$ cat config.mk
export PLATFORM = sky130hd
export DESIGN_NAME = func_3luts
export DESIGN_NICKNAME = d
export VERILOG_FILES = /design/src/rtl/func_3luts_pkg.sv /design/src/rtl/func_3luts_lut3.sv /design/src/rtl/func_3luts.sv
export SDC_FILE = /design/constraint.sdc
export NUM_CORES = 1
export LEC_CHECK = 0
export ABC_AREA = 0
export BUFFER_PORTS_ARGS = -buffer_cell sky130_fd_sc_hd__buf_2
export CAP_MARGIN = 10
export CORE_MARGIN = 2
export CORE_UTILIZATION = 45
export CTS_CLUSTER_SIZE = 10
export DETAILED_ROUTE_END_ITERATION = 10
export GPL_ROUTABILITY_DRIVEN = 0
export GPL_TIMING_DRIVEN = 0
export PLACE_DENSITY = 0.69
export SYNTH_ARGS = -nofsm -noshare
export SYNTH_HDL_FRONTEND = slang
export SYNTH_SLANG_ARGS = --single-unit
$ cat constraint.sdc
create_clock -name clk -period 1.61 [get_ports clk]
set_input_delay 0.2415 -clock clk [delete_from_list [all_inputs] [get_ports clk]]
set_output_delay 0.2415 -clock clk [all_outputs]
set_load 0.01 [all_outputs]
$ cat src/rtl/func_3luts_pkg.sv
// rtl/func_3luts_pkg.sv - shared types and reset defaults for the three-LUT function block
//
// Contents:
//   lut3_init_t  - 8-bit truth table of one 3-input LUT
//   cfg_sel_t    - configuration target select
//   DEF_INIT_*   - default LUT contents giving F = (A&B&C) | (C^D^E)
package func_3luts_pkg;

  typedef logic [7:0] lut3_init_t;

  typedef enum logic [1:0] {
    SEL_X    = 2'd0,
    SEL_Y    = 2'd1,
    SEL_F    = 2'd2,
    SEL_RSVD = 2'd3
  } cfg_sel_t;

  // X = A&B&C      : only index 3'b111 is set
  localparam lut3_init_t DEF_INIT_X = 8'h80;
  // Y = C^D^E      : odd-parity indices 1,2,4,7
  localparam lut3_init_t DEF_INIT_Y = 8'h96;
  // F = X|Y        : index {X,Y,E}, set whenever X or Y is 1
  localparam lut3_init_t DEF_INIT_F = 8'hFC;

endpackage

$ cat src/rtl/func_3luts_lut3.sv
// rtl/func_3luts_lut3.sv - purely combinational 3-input lookup table
//
// Ports:
//   init  in  8  truth table, bit i is the output for index i
//   in2   in  1  index MSB
//   in1   in  1  index middle bit
//   in0   in  1  index LSB
//   out   out 1  init[{in2,in1,in0}]
module lut3
  import func_3luts_pkg::*;
(
  input  lut3_init_t init,
  input  logic       in2,
  input  logic       in1,
  input  logic       in0,
  output logic       out
);

  logic [2:0] index;

  assign index = {in2, in1, in0};
  assign out   = init[index];

endmodule

$ cat src/rtl/func_3luts.sv
// rtl/func_3luts.sv - 5-input Boolean function built from three programmable 3-input LUTs
//
// Ports:
//   clk       in  1  system clock, rising edge
//   rst       in  1  synchronous active-high reset
//   A..E      in  1  function inputs
//   cfg_we    in  1  LUT write enable
//   cfg_sel   in  2  LUT select: 0=X, 1=Y, 2=F, 3=reserved (ignored)
//   cfg_data  in  8  new LUT contents
//   F         out 1  combinational result LUT_F[{X,Y,E}]
//   F_q       out 1  F registered on clk
module func_3luts
  import func_3luts_pkg::*;
#(
  parameter lut3_init_t INIT_X = DEF_INIT_X,
  parameter lut3_init_t INIT_Y = DEF_INIT_Y,
  parameter lut3_init_t INIT_F = DEF_INIT_F
) (
  input  logic       clk,
  input  logic       rst,
  input  logic       A,
  input  logic       B,
  input  logic       C,
  input  logic       D,
  input  logic       E,
  input  logic       cfg_we,
  input  logic [1:0] cfg_sel,
  input  logic [7:0] cfg_data,
  output logic       F,
  output logic       F_q
);

  lut3_init_t lut_x;
  lut3_init_t lut_y;
  lut3_init_t lut_f;

  logic x_out;
  logic y_out;

  // Configuration registers; reset takes priority over a simultaneous write.
  always_ff @(posedge clk) begin
    if (rst) begin
      lut_x <= INIT_X;
      lut_y <= INIT_Y;
      lut_f <= INIT_F;
    end else if (cfg_we) begin
      case (cfg_sel_t'(cfg_sel))
        SEL_X:   lut_x <= cfg_data;
        SEL_Y:   lut_y <= cfg_data;
        SEL_F:   lut_f <= cfg_data;
        default: ;
      endcase
    end
  end

  lut3 u_lut_x (
    .init (lut_x),
    .in2  (A),
    .in1  (B),
    .in0  (C),
    .out  (x_out)
  );

  lut3 u_lut_y (
    .init (lut_y),
    .in2  (C),
    .in1  (D),
    .in0  (E),
    .out  (y_out)
  );

  // E feeds both LUT Y and the output LUT directly.
  lut3 u_lut_f (
    .init (lut_f),
    .in2  (x_out),
    .in1  (y_out),
    .in0  (E),
    .out  (F)
  );

  always_ff @(posedge clk) begin
    if (rst) begin
      F_q <= 1'b0;
    end else begin
      F_q <= F;
    end
  end

endmodule

; ---- Word-level counts from Yosys, hierarchy flattened
; Index checks and enable logic that the tools add are counted.
[totals]
reg_bits = 25
inputBits = 18
out_inout_bits = 2
[op_classes]
n_lt_le_gt_ge = 3
n_eq_ne = 2
n_mux = 6
reduce_logical = 4
[ops]
columns = cell, count
row1 = "< comparator 3 x 4 -> 1 bit, second input constant", 3
row2 = binary-select mux 1 bit (select 3 bit), 3
row3 = AND reduction 2 bit, 3
row4 = two-way mux 1 bit, 3
row5 = "== test 2 x 1 -> 1 bit, second input constant", 1
row6 = "== test 2 bit, second input constant", 1
row7 = zero test 2 bit, 1

; ---- Depth between registers and ports, before layout
[depth]
word_depth = 4
depth_mapped = 5
mapped_depth_nobuf = 4

; ---- By module
; Synthesis repeated with hierarchy kept, for this count alone.
[unflattened]
cells_unflattened = 109
hier_area_um2 = 1207.4
[by_module_without_submodules]
columns = module, n_inst, cells_per_inst, area_per_inst_um2, seq_area_each_um2
row1 = func_3luts, 1, 100, 1016.0, 500.5
row2 = lut3, 3, 3, 63.8, 0.0

; ---- Worst setup path before layout
; No wires, ideal clock.
[synth_timing]
kind = input-to-output
start = input port E
end = output port F
arrival_time_ns = 1.492
required_time_ns = 1.368
path_slack_ns = -0.123
path_stages = 5
path_cell_list = buf_6 -> mux2i_1 -> mux4_2 -> mux2_4 -> mux2i_1
[synth_via]
elab_chain_len = 4
[synth_lines]
columns = element, line_no
row1 = "start, declared", func_3luts.sv:25  ; input logic E,
row2 = binary-select mux 1 bit (select 3 bit), func_3luts_lut3.sv:22  ; assign out = init[index];
row3 = two-way mux 1 bit (not written as such), func_3luts_lut3.sv:22
row4 = binary-select mux 1 bit (select 3 bit) (*), func_3luts_lut3.sv:22
row5 = two-way mux 1 bit (not written as such) (*), func_3luts_lut3.sv:22
row6 = "end, declared", func_3luts.sv:29  ; output logic F,
; Mark *: on every way between the ends. The rest lies on a longest branch, timed or not. The select of a mux whose other input is x is not followed.

; ---- Worst setup path after layout
[layout_timing]
start = register lut_y[1]
end = output port F
[layout_via]
elab_chain_len = 4
[layout_lines]
columns = element, line_no
row1 = "start, declared", func_3luts.sv:34  ; lut3_init_t lut_y;
row2 = "start signal, assigned", func_3luts.sv:49  ; SEL_Y: lut_y <= cfg_data;
row3 = binary-select mux 1 bit (select 3 bit), func_3luts_lut3.sv:22
row4 = two-way mux 1 bit (not written as such), func_3luts_lut3.sv:22
row5 = binary-select mux 1 bit (select 3 bit), func_3luts_lut3.sv:22
row6 = two-way mux 1 bit (not written as such), func_3luts_lut3.sv:22
; Every way passes these cells. The select of a mux whose other input is x is not followed.

==> run summary <==
For this run, asynchronously set or reset flops after synthesis account for 0%. The largest voltage drop on the vdd net was 0.000715 V. Dominant register cell in the synthesized netlist: sky130_fd_sc_hd__dfxtp_1.

Actual slew at the worst max-slew pin: 0.572 ns. The first global-routing pass estimated 3.42 mm of wire. The worst path needs 2.08 ns of the cycle, external delays included. Clock latency on the worst-skew pair: 0.31 ns. The run gives 1120 sq um as the mapped cell area. STA classifies the critical path startpoint as a register. Class of the most critical hold timing path: input pin to register.

Data arrives at the worst endpoint at 1.84 ns. The clock passes through at most 2 buffers. In the global route stage, met3 resource usage came out at 3.33%. Biggest fanout along the worst timing path: 2. On the final layout, the worst clock skew is 0.00184 ns. The total area inside the core boundary comes to 2430 sq um. The CTS root buffer was sky130_fd_sc_hd__clkbuf_4. The total buffers and inverters traversed by the critical path was 1. Global routing consumed, on the met2 layer, 26.0% of the routing resources.

Cell taking the most area after synthesis: sky130_fd_sc_hd__dfxtp_1. Of the post-synthesis cell area, the dominant cell type holds 44.5%. The wire-length estimate of the detail-placed layout is 1.63 mm. The tools report the met1 track utilization from global routing as 22.7%. The tools report the synthesized instance count as 114.

TritonCTS built the clock tree. Timing would allow up to 480 MHz. The critical path required time came out at 1.37 ns. met2 is the most crowded layer.

The ratio of cells with drive above 1 in the final layout works out to 27.4%. The count of placed standard cells in the final layout, fillers left out was 165; the iteration-0 DRC count of the detailed router was 13. The worst register-to-register path has a setup slack of 0.13 ns. The final reports fail on negative setup slack.

The type of the worst setup path is register to output port. The mean instance size in the synthesized netlist works out to 9.87 sq um. In this run the power density over the cells is 848 nW/um^2. Mean routed wirelength per cell: 12.6 um. Before antenna repair, the detailed router went through 4 iterations. Traced cell by cell, the critical path runs through mux2i_2 -> mux4_2 -> mux2_4 -> mux2i_4 -> buf_2. By count the netlist is led by sky130_fd_sc_hd__dfxtp_1, sky130_fd_sc_hd__mux2i_1, sky130_fd_sc_hd__nand2_1, sky130_fd_sc_hd__nor2_1, sky130_fd_sc_hd__nand3b_1. For the number of inserted diodes, the log shows 0. The detail route stage leaves a number of antenna-violating nets equal to 0. The filler cells instantiated in the layout total 231. The number of storage elements in the synthesis netlist was 25; the count of final max-slew check failures was 0.

The floorplan step defined a die boundary enclosing 2920 sq um. In this run the tightest slew margin relative to its limit is 61.8%. The clock-pin transition on the worst setup and hold timing paths was 0.12 ns; the routed via count divided by cell count was 4.94. Count of input and output buffers: 17. On the critical path the largest part of the delay comes from multiplexers. Setup repair after global routing could not meet its margin everywhere. The tools report the post-place instance area as 1270 sq um.

The final count of hold timing violations is 0. The count of pins on the block boundary was 20; the net total in the final layout was 154. The final worst-path setup slack was -0.474 ns; the cell area after layout was 1320 sq um.

The count of max-cap constraint violations is 0. Counting distinct cell types in the post-synthesis netlist gives 20. In this run, synthesis inferred 0 flip-flops with an integrated enable.

The overall global routing resource usage was 16.6%. The flow ran to the end, but the final reports show violations. Counting tap cells, the placed design contains a total of 161 instances. Hold timing on the final database bottoms out at a slack of 0.172 ns. The number of antenna violations at the first check in global routing was 0. For this run, the register share of the synthesized area comes to 44.5%. For the number of H-tree levels, the log shows 1. For this run the aggregate overflow at the end of global routing stands at 0. The worst setup path is captured at an output port. TritonCTS buffer count: 3. Yosys attributes the largest share of cell area to sky130_fd_sc_hd__dfxtp_1, sky130_fd_sc_hd__mux2i_1, sky130_fd_sc_hd__mux4_2. In this design, the stage delay of the slowest critical-path cell is 0.50 ns. Relative to the synthesized area, the layout overhead comes to 17.4%. The static power due to leakage was 0.000580 uW. The clock net in this run drives a total of 25 sinks. The completed layout was analyzed and its total power is 1120 uW. The initial utilization of the core area, before any placement, comes to 46.2%.

The via count of the first global-routing pass is 760, and the setup TNS is -0.474 ns. The number of placement rows was 18; the number of nets produced by synthesis was 132. The run gives 815 as the total via count after detailed routing. The final count of negative-setup-slack endpoints is 1, and the vertical extent of the die is 54.0 um. The standard cell with the maximum stage delay on the critical path was sky130_fd_sc_hd__mux4_2. For the post-detailed-routing wire length, the log shows 2.08 mm. The run gives 0 as the number of synthesis warnings. The die is 54.0 um wide. In the finished design, the share of the clock period the worst path needs comes to 129%. Entering global routing, the biggest net connects 14 pins.

Buffers added to address setup during post-CTS repair amount to 0. For this run, design rule violations remaining after detail routing come to 0. sky130_fd_sc_hd__dfxtp_1 is the most common cell in the netlist.
[flip-flops by register name, indices dropped and copies added, names as in the netlist]
| register | flops |
|---|---|
| lut_y | 8 |
| lut_f | 8 |
| lut_x | 8 |
| F_q | 1 |
[stage by stage]
step | setup slack, ns | utilization [%]
after floorplan | -0.0706 | -
after global placement | -0.360 | 52.2
after detailed placement | -0.347 | 52.2
after CTS | -0.501 | 54.1
after global routing | -0.539 | 54.3
final | -0.474 | 54.3
[layer usage]
layer,wire [um],up-vias
li1,-,430
met1,952,368
met2,1010,15
met3,97,2
met4,19,0
met5,0,-
[where the power goes]
group          switching (uW)  internal [uW]  leakage (uW)
Combinational            89.4           99.4      0.000360
Clock                     171           96.9     0.0000150
Sequential               13.3            649      0.000204
Total                     274            845      0.000580
[cells in the final DEF, fill, tap and decap left out]
master                      n
sky130_fd_sc_hd__dfxtp_1   18
sky130_fd_sc_hd__mux2i_1   18
sky130_fd_sc_hd__buf_2     17
sky130_fd_sc_hd__nand2_1   16
sky130_fd_sc_hd__nor2_1    15
sky130_fd_sc_hd__nand3b_1   8
sky130_fd_sc_hd__dfxtp_2    7
sky130_fd_sc_hd__clkbuf_1   5
sky130_fd_sc_hd__a211o_1    5
sky130_fd_sc_hd__inv_1      4
sky130_fd_sc_hd__mux4_2     3
sky130_fd_sc_hd__clkbuf_4   3
sky130_fd_sc_hd__mux2i_4    2
sky130_fd_sc_hd__buf_1      2
sky130_fd_sc_hd__a21oi_1    2
sky130_fd_sc_hd__buf_12     1
sky130_fd_sc_hd__mux2i_2    1
sky130_fd_sc_hd__mux2_4     1
sky130_fd_sc_hd__mux2_2     1
sky130_fd_sc_hd__and3b_1    1
sky130_fd_sc_hd__or2_2      1
sky130_fd_sc_hd__nand2b_1   1
sky130_fd_sc_hd__o22ai_1    1
sky130_fd_sc_hd__nor3b_1    1
sky130_fd_sc_hd__nor2b_1    1
[worst paths after layout]
| path | from | endpoint | depth (start not counted) |
|---|---|---|---|
| worst max-delay path | lut_y[1] | F | 5 |
| worst max register to register | lut_y[1] | F_q | 4 |
| worst min register to register | lut_f[1] | lut_f[1] | 2 |
| worst min-delay path | cfg_data[7] | lut_x[7] | 2 |
[area by class of cell]
cell class / instances / area, sq um / area share [%]
buffer: 7 / 42.5 / 3.22
clock buffer: 4 / 26.3 / 1.99
inverter: 4 / 15.0 / 1.14
multi-input combinational: 78 / 604 / 45.8
sequential: 25 / 509 / 38.6
tap: 30 / 37.5 / 2.84
timing repair buffer: 17 / 85.1 / 6.45
[what timing repair did]
| item | 4_1_cts | 5_1_grt |
|---|---|---|
| gates resized for setup | 8 | 2 |
| endpoints found under the setup margin | 1 | 1 |
| hold buffers | 0 | 0 |
[logic make-up after synthesis]
kind of cell           after synthesis  share of synthesized area (%)
and+or+nand+nor                     44                           18.8
muxes                               26                           27.0
AOI/OAI and AO/OA                    8                           5.34
buffers and inverters               11                           4.34
DFF                                 25                           44.5
No activity file was read; power rests on OpenSTA's default activity.
